[config.mk]
export PLATFORM = sky130hd
export DESIGN_NAME = array_config_loader
export DESIGN_NICKNAME = d
export VERILOG_FILES = /design/src/rtl/ga_pkg.sv /design/src/rtl/onehot_decoder.sv /design/src/rtl/array_config_loader.sv
export SDC_FILE = /design/constraint.sdc
export NUM_CORES = 2
export LEC_CHECK = 0
export BUFFER_PORTS_ARGS = -buffer_cell sky130_fd_sc_hd__buf_2
export CORE_AREA = 2 2 313 315
export CTS_BUF_LIST = sky130_fd_sc_hd__clkbuf_4
export DETAILED_ROUTE_END_ITERATION = 10
export DIE_AREA = 0 0 315 317
export GPL_ROUTABILITY_DRIVEN = 1
export PLACE_DENSITY = 0.53
export SLEW_MARGIN = 25
export SYNTH_ARGS = -nofsm -noshare
export SYNTH_HDL_FRONTEND = slang
export SYNTH_SLANG_ARGS = --single-unit
[constraint.sdc]
create_clock -name clk -period 32.1 [get_ports clk]
set_input_delay 4.815 -clock clk [delete_from_list [all_inputs] [get_ports clk]]
set_output_delay 4.815 -clock clk [all_outputs]
set_load 0.01 [all_outputs]
[src/rtl/ga_pkg.sv]
// Shared types and helpers for the logic-cell array configuration path.
package ga_pkg;

  localparam int CELL_BITS = 4;

  typedef enum logic [1:0] {
    IDLE,
    FETCH,
    DRAIN,
    DONE
  } cfg_state_t;

  function automatic int slots_f(input int dimx, input int port_width);
    return (dimx * CELL_BITS) / port_width;
  endfunction

endpackage

[src/rtl/onehot_decoder.sv]
// Registered index-to-one-hot decoder; the output is all zero when valid is low.
module onehot_decoder #(
  parameter int N  = 4,
  parameter int IW = (N > 1) ? $clog2(N) : 1
) (
  input  logic          clk,
  input  logic          reset,
  input  logic [IW-1:0] index,
  input  logic          valid,
  output logic [N-1:0]  onehot
);

  always_ff @(posedge clk or posedge reset) begin
    if (reset) begin
      onehot <= '0;
    end else if (valid) begin
      onehot <= N'(1) << index;
    end else begin
      onehot <= '0;
    end
  end

endmodule

[src/rtl/array_config_loader.sv]
// Streams genome words from the config RAM onto the cell data bus and strobes
// one (row, slot) write enable per word.
module array_config_loader
  import ga_pkg::*;
#(
  parameter int DIMX       = 64,
  parameter int DIMY       = 64,
  parameter int PORT_WIDTH = 32,
  parameter int SLOTS      = slots_f(DIMX, PORT_WIDTH),
  parameter int NWORDS     = DIMY * SLOTS,
  parameter int AW         = (NWORDS > 1) ? $clog2(NWORDS) : 1
) (
  input  logic                      clk,
  input  logic                      reset,
  input  logic                      start,
  input  logic                      abort,
  output logic                      rd_en,
  output logic [AW-1:0]             rd_addr,
  input  logic [PORT_WIDTH-1:0]     rd_data,
  output logic [DIMX*CELL_BITS-1:0] ram,
  output logic [NWORDS-1:0]         write_en,
  output logic                      busy,
  output logic                      done
);

  localparam logic [AW:0] LAST = (AW + 1)'(NWORDS - 1);

  cfg_state_t                state, state_nxt;
  logic [AW:0]               cnt, cnt_nxt;
  logic                      issue;
  logic                      wr_valid;
  logic [DIMX*CELL_BITS-1:0] ram_hold;
  logic [DIMX*CELL_BITS-1:0] ram_word;

  always_ff @(posedge clk or posedge reset) begin
    if (reset) begin
      state <= IDLE;
      cnt   <= '0;
    end else begin
      state <= state_nxt;
      cnt   <= cnt_nxt;
    end
  end

  // The counter is one bit wider than the address so the terminal compare is exact.
  always_comb begin
    state_nxt = state;
    cnt_nxt   = cnt;
    case (state)
      IDLE: begin
        if (start && !abort) begin
          state_nxt = FETCH;
          cnt_nxt   = '0;
        end
      end
      FETCH: begin
        if (abort) begin
          state_nxt = IDLE;
        end else if (cnt == LAST) begin
          state_nxt = DRAIN;
        end else begin
          cnt_nxt = cnt + {{AW{1'b0}}, 1'b1};
        end
      end
      DRAIN: begin
        state_nxt = abort ? IDLE : DONE;
      end
      DONE: begin
        state_nxt = IDLE;
      end
      default: begin
        state_nxt = IDLE;
      end
    endcase
  end

  assign rd_en   = (state == FETCH);
  assign rd_addr = cnt[AW-1:0];
  assign busy    = (state == FETCH) || (state == DRAIN);
  assign done    = (state == DONE);

  // An abort cancels the read issued in the same cycle so it never reaches a row.
  assign issue    = rd_en && !abort;
  assign ram_word = {SLOTS{rd_data}};

  always_ff @(posedge clk or posedge reset) begin
    if (reset) begin
      wr_valid <= 1'b0;
      ram_hold <= '0;
    end else begin
      wr_valid <= issue;
      if (wr_valid) begin
        ram_hold <= ram_word;
      end
    end
  end

  assign ram = wr_valid ? ram_word : ram_hold;

  onehot_decoder #(
    .N  (NWORDS),
    .IW (AW)
  ) u_strobe (
    .clk    (clk),
    .reset  (reset),
    .index  (rd_addr),
    .valid  (issue),
    .onehot (write_en)
  );

endmodule

==> impl_results.html <==
<table>
<tr><th>Metric</th><th>Value</th></tr>
<tr><th colspan="2">Detailed routing</th></tr>
<tr><td>Post-DRT Antenna Nets</td><td>0</td></tr>
<tr><td>Detailed-routing wirelength on met1</td><td>approximately 33000 um</td></tr>
<tr><td>Via density</td><td>4.15</td></tr>
<tr><td>Met2 Routed Length</td><td>between 40000 and 50000 um</td></tr>
<tr><td>Length of routed met3 wiring</td><td>around 9000 um</td></tr>
<tr><td>Routed wire length per instance</td><td>between 15 and 20 um</td></tr>
<tr><td>Wirelength, routed</td><td>roughly 87000 um</td></tr>
<tr><td>First-pass detailed-route iteration total</td><td>5</td></tr>
<tr><td>DR iter-0 viols</td><td>roughly 1.1k</td></tr>
<tr><td>Overall via count from detail_route</td><td>~19k</td></tr>
<tr><td>Number of DRC violations after detailed routing</td><td>0</td></tr>
<tr><td>Top metal layer carrying routed signals</td><td>met5</td></tr>
<tr><th colspan="2">Setup path</th></tr>
<tr><td>Reg2reg end</td><td>ram_hold[147]</td></tr>
<tr><td>Arrival time reported for the critical path endpoint</td><td>roughly 6 ns</td></tr>
<tr><td>Worst R2R Path Depth</td><td>4</td></tr>
<tr><td>Startpoint-to-endpoint class of the critical path</td><td>input pin to primary output</td></tr>
<tr><td>Startpoint of the worst register-to-register path</td><td>wr_valid</td></tr>
<tr><td>Sort of element at the start of the critical path</td><td>input pin</td></tr>
<tr><td>Data required, critical path</td><td>about 27 ns</td></tr>
<tr><td>Worst-path fanout max</td><td>8</td></tr>
<tr><td>Endpoint class of the critical path</td><td>primary output</td></tr>
<tr><td>Worst-case register-to-register setup slack</td><td>28.99 ns</td></tr>
<tr><th colspan="2">Yosys</th></tr>
<tr><td>Area share of the leading cell type in the synthesized netlist</td><td>between 70 and 80%</td></tr>
<tr><td>Most common flop cell mapped by yosys</td><td>sky130_fd_sc_hd__dfrtp_1</td></tr>
<tr><td>FF+latch count, synth</td><td>roughly 780</td></tr>
<tr><td>Ranking of synthesized cells by area</td><td>sky130_fd_sc_hd__dfrtp_1 77%, sky130_fd_sc_hd__nor2_1 7.6%, sky130_fd_sc_hd__o21ai_0 5.2%</td></tr>
<tr><td>Library cell with the largest summed area after synthesis</td><td>sky130_fd_sc_hd__dfrtp_1</td></tr>
<tr><td>Synthesized net count</td><td>2172</td></tr>
<tr><td>Most frequent cell after synthesis</td><td>sky130_fd_sc_hd__dfrtp_1</td></tr>
<tr><td>Post-synth cell types</td><td>40</td></tr>
<tr><td>Proportion of synthesized flip-flops having asynchronous set or reset</td><td>100%</td></tr>
<tr><td>Number of synthesis warnings</td><td>0</td></tr>
<tr><td>Post-synthesis instance area</td><td>~0.025 mm^2</td></tr>
<tr><td>Mapped Cells</td><td>roughly 2.1k</td></tr>
<tr><td>Avg Inst Size Synth</td><td>roughly 12 um^2</td></tr>
<tr><td>Fraction of the yosys area taken by sequential cells</td><td>between 70% and 80%</td></tr>
<tr><td>Post-synth EDFFs</td><td>0</td></tr>
<tr><td>Commonest cells post-synth</td><td>781 x sky130_fd_sc_hd__dfrtp_1, 516 x sky130_fd_sc_hd__nor2_1, 267 x sky130_fd_sc_hd__inv_1, 262 x sky130_fd_sc_hd__o21ai_0, 79 x sky130_fd_sc_hd__nand2_1</td></tr>
<tr><th colspan="2">Clocking</th></tr>
<tr><td>Clock edge transition at the registers on the reported setup and hold paths</td><td>about 0.060 ns</td></tr>
<tr><td>Clock Tree Root</td><td>sky130_fd_sc_hd__clkbuf_4</td></tr>
<tr><td>Clock latency on the worst-skew pair</td><td>roughly 1.1 ns</td></tr>
<tr><td>Hold bufs inserted after CTS</td><td>0</td></tr>
<tr><td>Clock buffer count from CTS</td><td>~200</td></tr>
<tr><td>Maximum level of the CTS H-tree</td><td>4</td></tr>
<tr><td>Buffer levels on the longest clock path</td><td>3</td></tr>
<tr><td>Setup fix buffers added after clock tree synthesis</td><td>0</td></tr>
<tr><td>TritonCTS clock tree</td><td>yes</td></tr>
<tr><td>Quantity of gates resized following cts</td><td>0</td></tr>
<tr><td>Clk sink count</td><td>approximately 800</td></tr>
<tr><th colspan="2">Layout</th></tr>
<tr><td>Post-layout instance area</td><td>around 0.033 mm^2</td></tr>
<tr><td>Fraction of final layout cells sized beyond drive strength 1</td><td>~37%</td></tr>
<tr><td>Layout Cells excl Fill</td><td>around 4.5k</td></tr>
<tr><td>Total number of nets in the final design</td><td>3108</td></tr>
<tr><td>Area added between synthesis and finish</td><td>31.5%</td></tr>
<tr><th colspan="2">Floorplan</th></tr>
<tr><td>Starting utilization of the core area</td><td>between 20% and 30%</td></tr>
<tr><td>Core Footprint</td><td>a little under 0.1 mm^2</td></tr>
<tr><td>I/O pin cnt</td><td>slightly above 800</td></tr>
<tr><td>Overall die width</td><td>around 320 um</td></tr>
<tr><td>Die Outline Area</td><td>about 0.1 mm^2</td></tr>
<tr><td>Vertical die dimension</td><td>approximately 320 um</td></tr>
<tr><td># rows</td><td>around 110</td></tr>
<tr><th colspan="2">STA</th></tr>
<tr><td>Final period demand of the worst path</td><td>roughly 11 ns</td></tr>
<tr><td>Maximum operating frequency</td><td>93.7 MHz</td></tr>
<tr><td>Slew Limit Fails</td><td>0</td></tr>
<tr><td>Slew @ Worst Pin</td><td>between 1 and 1.5 ns</td></tr>
<tr><td># setup viols final</td><td>0</td></tr>
<tr><td>Worst max-slew margin expressed relative to the limit</td><td>30.4%</td></tr>
<tr><td>Final period util</td><td>33.2%</td></tr>
<tr><td>Sum Neg Setup Slack</td><td>0 ns</td></tr>
<tr><td>RSZ-0062 raised after global routing</td><td>false</td></tr>
<tr><td>Final number of hold-violating endpoints</td><td>0</td></tr>
<tr><td>Skew final</td><td>around 0.063 ns</td></tr>
<tr><th colspan="2">Hold path</th></tr>
<tr><td>Type of the worst min-delay path</td><td>flop to flop</td></tr>
<tr><td>Terminating pin of the worst hold path</td><td>ram_hold[52]</td></tr>
<tr><td>Min-Delay Startpoint</td><td>ram_hold[52]</td></tr>
<tr><td>Hold Crit Depth</td><td>2</td></tr>
<tr><th colspan="2">Placement</th></tr>
<tr><td>Number of cells after detailed placement</td><td>a little over 4k</td></tr>
<tr><td>Area post-placement</td><td>about 0.031 mm^2</td></tr>
<tr><td>HPWL after detailed placement</td><td>59800 um</td></tr>
<tr><td># port buffers</td><td>between 800 and 900</td></tr>
<tr><td>Routability congestion estimate from global placement</td><td>0.786</td></tr>
<tr><th colspan="2">Power and ir drop</th></tr>
<tr><td>Net switching power</td><td>just over 0.9 mW</td></tr>
<tr><td>Pint</td><td>approximately 1.8 mW</td></tr>
<tr><td>Logic pwr share</td><td>24.9%</td></tr>
<tr><td>Pwr per Cell Area</td><td>just over 80 mW/mm^2</td></tr>
<tr><td>Clock network fraction of design power</td><td>roughly 31%</td></tr>
<tr><td>Total design power</td><td>about 2.7 mW</td></tr>
<tr><td>Reported leakage power</td><td>about 18 nW</td></tr>
<tr><td>Net switching fraction of the power</td><td>34.2%</td></tr>
<tr><td>Proportion of power drawn by flip-flops and latches</td><td>a little over two fifths</td></tr>
<tr><td>Worst supply voltage drop on vdd</td><td>approximately 32 uV</td></tr>
<tr><th colspan="2">GRT</th></tr>
<tr><td>Initial antenna violation count</td><td>5</td></tr>
<tr><td>Aggregate global-route resource usage</td><td>16.9%</td></tr>
<tr><td>Sum of overflow across all layers after global routing</td><td>0</td></tr>
<tr><td>Via count of the first global-routing pass</td><td>~19k</td></tr>
<tr><td>Pin count of the biggest net entering global routing</td><td>around 180</td></tr>
<tr><td>Wire length of the first global-routing pass</td><td>between 100000 and 150000 um</td></tr>
<tr><th colspan="2">Status</th></tr>
<tr><td>Outcome</td><td>finished clean</td></tr>
<tr><th colspan="2">Job</th></tr>
<tr><td>Reported max-cap violation count</td><td>0</td></tr>
</table>
-- metrics by stage --
stage	utilization (%)	hold slack (ns)	setup slack [ns]
after CTS	34.6	0.532	21.35
after floorplan	-	0.516	5.36
after detailed placement	32.0	0.521	21.36
after global routing	34.6	0.548	21.26
after global placement	32.0	0.516	21.38
final	34.7	0.526	21.43
-- critical path, cell delays in order --
cell	delay, ns
sky130_fd_sc_hd__buf_2	0.09
sky130_fd_sc_hd__nand2_1	0.48
sky130_fd_sc_hd__o21ai_0	0.26
sky130_fd_sc_hd__buf_2	0.20
-- logic make-up after synthesis --
kind of cell	synth area share (%)
AO/OA/AOI/OAI	5.88
adder cells (fa/ha/maj)	0.493
buffers and inverters	6.07
flip-flops	77.0
multiplexers	0.118
AND/OR/NAND/NOR	10.4
-- how the worst max path moves through the flow --
stage                start        to  depth (start not counted)
5_1_grt        rd_data[19]  ram[115]                          4
3_5_place_dp   rd_data[19]   ram[19]                          4
3_3_place_gp   rd_data[19]  ram[179]                          4
6_report       rd_data[19]   ram[19]                          4
4_1_cts        rd_data[19]   ram[19]                          4
2_1_floorplan        reset    cnt[0]                          1
-- flip-flops by register name, indices dropped and copies added, names as in the netlist --
register and count:
u_strobe.onehot 512, state 2, ram_hold 256, wr_valid 1
cnt 10
-- cell usage in the layout (no fill, tap or decap), types with 3 or more instances in the layout --
cell and instances:
sky130_fd_sc_hd__buf_2 815, sky130_fd_sc_hd__dfrtp_1 780, sky130_fd_sc_hd__nor2_1 516, sky130_fd_sc_hd__clkbuf_4 311, sky130_fd_sc_hd__inv_1 266, sky130_fd_sc_hd__o21ai_0 262, sky130_fd_sc_hd__nand2_1 73, sky130_fd_sc_hd__nand3_1 40
sky130_fd_sc_hd__buf_4 22, sky130_fd_sc_hd__clkinv_1 15, sky130_fd_sc_hd__diode_2 13, sky130_fd_sc_hd__ha_1 10, sky130_fd_sc_hd__nand2_2 9, sky130_fd_sc_hd__nor2b_1 7, sky130_fd_sc_hd__a21o_1 5, sky130_fd_sc_hd__nand2b_1 4
sky130_fd_sc_hd__and3_1 4, sky130_fd_sc_hd__a31oi_1 4, sky130_fd_sc_hd__a21oi_1 4, sky130_fd_sc_hd__inv_6 4, sky130_fd_sc_hd__clkinv_2 4, sky130_fd_sc_hd__inv_8 3, sky130_fd_sc_hd__mux2i_1 3, sky130_fd_sc_hd__clkinv_4 3
sky130_fd_sc_hd__buf_6 3
-- power groups by stage --
stage          logic [mW]  clock network [mW]  registers [mW]
5_1_grt             0.763               0.938            1.21
2_1_floorplan       0.367                   0            1.21
3_5_place_dp        0.691                   0            1.21
4_1_cts             0.694               0.887            1.20
6_report            0.680               0.852            1.20
3_3_place_gp        0.685                   0            1.21
-- final cells by class --
class,instances,area (um^2)
antenna,13,32.5
clock buffer,311,2330
clock inverter,33,208
fill,9913,62900
inverter,267,1010
multi-input combinational,967,4320
sequential,781,19500
tap,1276,1600
timing repair buffer,842,4320
-- metal layers --
layer | global-route usage [%] | vias up
met5 | 0 | -
met3 | 7.46 | 151
met2 | 28.0 | 797
met4 | 6.41 | 2
li1 | - | 8556
met1 | 19.4 | 9107
Note: power is estimated with default switching activity, not from simulation.
